<file path="config.mk">
export PLATFORM = sky130hd
export DESIGN_NAME = dice_roll_ctrl_flat
export DESIGN_NICKNAME = d
export VERILOG_FILES = /design/src/rtl/dice_roll_if.sv /design/src/rtl/dice_roll_ctrl.sv /design/src/flat_wrapper.sv
export SDC_FILE = /design/constraint.sdc
export NUM_CORES = 1
export LEC_CHECK = 0
export CAP_MARGIN = 25
export CORE_MARGIN = 10
export CORE_UTILIZATION = 45
export DETAILED_ROUTE_END_ITERATION = 10
export PLACE_DENSITY = 0.66
export SETUP_SLACK_MARGIN = 0.15
export SLEW_MARGIN = 20
export SYNTH_ARGS = -nofsm -noshare
export SYNTH_HDL_FRONTEND = slang
export SYNTH_SLANG_ARGS = --single-unit
</file>
<file path="constraint.sdc">
create_clock -name clk -period 2.23 [get_ports clk]
set_input_delay 0.446 -clock clk [delete_from_list [all_inputs] [get_ports clk]]
set_output_delay 0.446 -clock clk [all_outputs]
set_load 0.05 [all_outputs]
</file>
<file path="src/rtl/dice_roll_if.sv">
// Button-pulse inputs and display/score outputs of the dice sequencer.
interface dice_roll_if;
  logic       roll_tick;
  logic       clr_tick;
  logic [2:0] die_val;
  logic       rolling;
  logic       done_pulse;
  logic [7:0] roll_count;

  modport master (
    output roll_tick, clr_tick,
    input  die_val, rolling, done_pulse, roll_count
  );

  modport slave (
    input  roll_tick, clr_tick,
    output die_val, rolling, done_pulse, roll_count
  );
endinterface

</file>
<file path="src/rtl/dice_roll_ctrl.sv">
// Dice sequencer: seeds from a free-running mod-6 counter on roll, spins the
// face SPIN_STEPS times at SPIN_DIV clocks per step, then settles and counts.
//
// state | meaning
// IDLE  | blank or cleared, waiting for roll_tick
// SPIN  | face advancing every SPIN_DIV clocks, buttons ignored
// DONE  | result held, waiting for roll_tick or clr_tick
module dice_roll_ctrl #(
  parameter int SPIN_DIV   = 5_000_000,
  parameter int SPIN_STEPS = 12,
  parameter int DIV_W      = 23,
  parameter int STEP_W     = 4
) (
  input  logic        clk,
  input  logic        rst,
  dice_roll_if.slave  io
);

  localparam logic [DIV_W-1:0]  DIV_LAST  = DIV_W'(SPIN_DIV - 1);
  localparam logic [STEP_W-1:0] STEP_LAST = STEP_W'(SPIN_STEPS - 1);

  typedef enum logic [1:0] {IDLE = 2'd0, SPIN = 2'd1, DONE = 2'd2} state_t;

  state_t            state_q, state_d;
  logic [2:0]        free_q, free_d;
  logic [2:0]        die_q, die_d;
  logic [DIV_W-1:0]  div_q, div_d;
  logic [STEP_W-1:0] step_q, step_d;
  logic              rolling_q, rolling_d;
  logic              done_q, done_d;
  logic [7:0]        cnt_q, cnt_d;

  function automatic logic [2:0] next_face(input logic [2:0] f);
    return (f == 3'd6) ? 3'd1 : f + 3'd1;
  endfunction

  always_comb begin
    free_d    = (free_q == 3'd5) ? 3'd0 : free_q + 3'd1;
    state_d   = state_q;
    die_d     = die_q;
    div_d     = div_q;
    step_d    = step_q;
    rolling_d = rolling_q;
    done_d    = 1'b0;
    cnt_d     = cnt_q;
    case (state_q)
      IDLE, DONE: begin
        // Clear wins over roll when both buttons land in the same cycle.
        if (io.clr_tick) begin
          state_d   = IDLE;
          die_d     = 3'd0;
          cnt_d     = 8'd0;
          rolling_d = 1'b0;
        end else if (io.roll_tick) begin
          state_d   = SPIN;
          rolling_d = 1'b1;
          die_d     = free_q + 3'd1;
          div_d     = '0;
          step_d    = '0;
        end
      end
      SPIN: begin
        if (div_q == DIV_LAST) begin
          div_d  = '0;
          die_d  = next_face(die_q);
          step_d = step_q + 1'b1;
          if (step_q == STEP_LAST) begin
            state_d   = DONE;
            rolling_d = 1'b0;
            done_d    = 1'b1;
            if (cnt_q != 8'hFF) cnt_d = cnt_q + 8'd1;
          end
        end else begin
          div_d = div_q + 1'b1;
        end
      end
      default: state_d = IDLE;
    endcase
  end

  always_ff @(posedge clk or posedge rst) begin
    if (rst) begin
      state_q   <= IDLE;
      free_q    <= 3'd0;
      die_q     <= 3'd0;
      div_q     <= '0;
      step_q    <= '0;
      rolling_q <= 1'b0;
      done_q    <= 1'b0;
      cnt_q     <= 8'd0;
    end else begin
      state_q   <= state_d;
      free_q    <= free_d;
      die_q     <= die_d;
      div_q     <= div_d;
      step_q    <= step_d;
      rolling_q <= rolling_d;
      done_q    <= done_d;
      cnt_q     <= cnt_d;
    end
  end

  assign io.die_val    = die_q;
  assign io.rolling    = rolling_q;
  assign io.done_pulse = done_q;
  assign io.roll_count = cnt_q;

endmodule

</file>
<file path="src/flat_wrapper.sv">
// flat-port wrapper written by rule: the top's interface ports become plain ports
module dice_roll_ctrl_flat 
#(
  parameter int SPIN_DIV   = 5_000_000,
  parameter int SPIN_STEPS = 12,
  parameter int DIV_W      = 23,
  parameter int STEP_W     = 4
)
  (clk, rst, io_roll_tick, io_clr_tick, io_die_val, io_rolling, io_done_pulse, io_roll_count);
  dice_roll_if io_i ();
  input  logic clk;
  input  logic rst;
  input wire logic [$bits(io_i.roll_tick)-1:0] io_roll_tick;
  input wire logic [$bits(io_i.clr_tick)-1:0] io_clr_tick;
  output wire logic [$bits(io_i.die_val)-1:0] io_die_val;
  output wire logic [$bits(io_i.rolling)-1:0] io_rolling;
  output wire logic [$bits(io_i.done_pulse)-1:0] io_done_pulse;
  output wire logic [$bits(io_i.roll_count)-1:0] io_roll_count;
  assign io_i.roll_tick = io_roll_tick;
  assign io_i.clr_tick = io_clr_tick;
  assign io_die_val = io_i.die_val;
  assign io_rolling = io_i.rolling;
  assign io_done_pulse = io_i.done_pulse;
  assign io_roll_count = io_i.roll_count;
  dice_roll_ctrl #(.SPIN_DIV(SPIN_DIV), .SPIN_STEPS(SPIN_STEPS), .DIV_W(DIV_W), .STEP_W(STEP_W)) u_core (.clk(clk), .rst(rst), .io(io_i));
endmodule
</file>
==> flow_metrics.tcl <==
set metrics [dict create \
    cts_tree "built" \
    pwr-share-seq 0.461 \
    critical_path_class "reg2out" \
    relSlewSlack 0.658 \
    portBuffers 16 \
    grt_pass1_vias 2196 \
    critical-path-top-delay-family "buffers and inverters" \
    maxSlewViolCount 0 \
    clkSlewWorstSetupHoldPaths_ns 0.08 \
    ys_types 47 \
    tightest_slew_ns 0.512 \
    syn-cell-area_sq_um 2500 \
    synth_edf_count 0 \
    outcome "finished clean" \
    crit_chain "clkdlybuf4s50_1" \
    regToRegSetupSlack_ns 0.27 \
    endpoint_kind "primary output" \
    syn_nets 288 \
    p_per_area_nw_per_um2 814 \
    dr.first_iter.drc_count 164 \
    avgSynthCellArea_sq_um 8.95 \
    core_area_sq_um 5440 \
    ys_ff_latch 45 \
    period_needed_ns 2.02 \
    pwr-share-comb 0.343 \
    async_flop_share 1.00 \
    final_core_util 0.567 \
    ctsHoldBuffers 0 \
    cts_buffer_depth 2 \
    drive_gt1_frac 0.173 \
    clk_latency_ns 0.30 \
    peakVddDrop_mv 0.441 \
    synth.top_cells.by_area "dfrtp_1 (45%), nand2_1 (4.7%), o21ai_0 (4.6%)" \
    p_leak_uw 0.00136 \
    clkPwrFrac 0.196 \
    timing.final.ws_setup_ns 0.207 \
    grt_pass1_wl_um 10600 \
    diodes 0 \
    grt_max_degree 19 \
    initial_core_util 0.459 \
    multiInputGateArea_sq_um 1340 \
    die-area_sq_um 8930 \
    syn2layout_area_growth_pct 23.5 \
    grtUsageTotal 0.145 \
    layout.nets 332 \
    placementRows 27 \
    cp_max_fo 6 \
    drv_cap 0 \
    hp-class "in2async" \
    drc 0 \
    swShare 0.384 \
    yosysTopAreaCell "dfrtp_1" \
    clockRootBuffer "clkbuf_8" \
    fin_skew_ns 0.00858 \
    synth-main-ff-cell "dfrtp_1" \
    max_stage_delay_ns 0.84 \
    vias 2294 \
    hold_viol 0 \
    start_kind "flip-flop" \
    post-route-period-util 0.907 \
    arrival_ns 1.58 \
    place_hpwl_um 4510 \
    htreeDepth 2 \
    numClockSinks 45 \
    cts_made_buffers 5 \
    dr.pass1.iters 4 \
    yosysMostFrequentCell "dfrtp_1" \
    yosysSeqAreaShare 0.451 \
    overflow 0 \
    fmax_mhz 494 \
    die-width_um 94.5 \
    nFillCells 485 \
    crit_buf_inv 1 \
    required_ns 1.78 \
    ant_nets 0 \
    synth_warnings 0 \
    antenna_found_initial 0 \
    stdcell_area_sq_um 3080 \
    p_int_uw 1550 \
    drt-total-wl_um 6080 \
    fp.dieH_um 94.5 \
    ios 17 \
    switchingPower_uw 963 \
    place.gp.congestion 0.809 \
    place_ws_ns -0.0100 \
    synth_top_area_share 0.451 \
    slowest_stage "clkdlybuf4s50_1" \
    viasPerCell 5.79 \
    rsz0062_at_grt "no" \
    synthCells 279 \
    setup_violations 0 \
    area.sequential_sq_um 1130 \
    place_area_sq_um 2940 \
    wl_per_cell_um 15.4 \
    synth_common_cells "dfrtp_1 (45), nand2_1 (31), o21ai_0 (23)" \
]
cell usage in the layout (no fill, tap or decap), types with 5 or more instances in the layout:
| master | count |
|---|---|
| a31oi_1 | 18 |
| buf_4 | 33 |
| nor2_1 | 16 |
| clkdlybuf4s50_1 | 12 |
| nand2_1 | 31 |
| inv_1 | 6 |
| dfrtp_1 | 42 |
| nand3_1 | 18 |
| nand2b_1 | 6 |
| clkbuf_8 | 5 |
| a21oi_1 | 13 |
| o21ai_0 | 23 |
| nor3_1 | 8 |
| and3_1 | 7 |
| nand4_1 | 7 |
layout make-up:
| type | instances | area share |
|---|---|---|
| Timing Repair Buffer | 49 | 0.133 |
| Clock buffer | 6 | 0.0235 |
| Clock inverter | 2 | 0.00325 |
| Tap cell | 72 | 0.0292 |
| Multi-Input combinational cell | 215 | 0.436 |
| Sequential cell | 45 | 0.367 |
| Inverter | 7 | 0.00853 |
flip-flops by register name, summed over array words and instances (netlist names):
register	flops
u_core.io.roll_count	8
u_core.io.done_pulse	1
u_core.div_q	23
u_core.io.rolling	1
u_core.free_q	3
u_core.step_q	4
u_core.io.die_val	3
u_core.state_q	2
final timing paths:
| check | startpoint | cells past startpoint | to |
|---|---|---|---|
| setup / recovery | u_core.io.die_val[2] | 1 | io_die_val[2] |
| hold / removal | rst | 2 | u_core.div_q[15] |
| setup reg to reg | u_core.div_q[1] | 9 | u_core.div_q[21] |
| hold reg to reg | u_core.free_q[0] | 1 | u_core.free_q[0] |
| max in group asynchronous | rst | 3 | u_core.div_q[7] |
| min in group clk | u_core.free_q[0] | 1 | u_core.free_q[0] |
per-stage QoR:
step | std cells | setup TNS, ns | hold slack (ns) | power [uW]
floorplan | 279 | 0 | 0.454 | 1690
global placement | 384 | 0 | 0.486 | 1970
detailed placement | 384 | -0.0105 | 0.498 | 1980
CTS | 392 | 0 | 0.449 | 2480
global route | 396 | 0 | 0.479 | 2680
finish | 396 | 0 | 0.443 | 2510
power by group through the flow:
stage | sequential, uW | combinational [uW] | clock (uW)
floorplan | 1310 | 385 | 0
global placement | 1170 | 803 | 0
detailed placement | 1170 | 813 | 0
CTS | 1160 | 814 | 512
global route | 1190 | 951 | 543
finish | 1160 | 859 | 492
repair_timing:
action,CTS,global route
setup endpoints to repair,5,19
pin swaps,0,5
setup buffers,0,4
gates resized for setup,4,10
cell families after synthesis:
family / Yosys count / share of synthesized area
multiplexers: 3 / 0.0120
adder cells (fa/ha/maj): 5 / 0.0251
AND/OR/NAND/NOR: 122 / 0.263
AO/OA/AOI/OAI: 79 / 0.199
buffers and inverters: 19 / 0.0291
XOR/XNOR: 6 / 0.0211
flip-flops: 45 / 0.451
per-layer routing:
metal | routed length, um | GRT usage | up-vias
li1 | - | - | 1134
met1 | 2880 | 0.195 | 1108
met2 | 2880 | 0.232 | 44
met3 | 244 | 0.0301 | 8
met4 | 82 | 0.0411 | 0
met5 | 0 | 0 | -
Note: power is estimated with default switching activity, not from simulation.
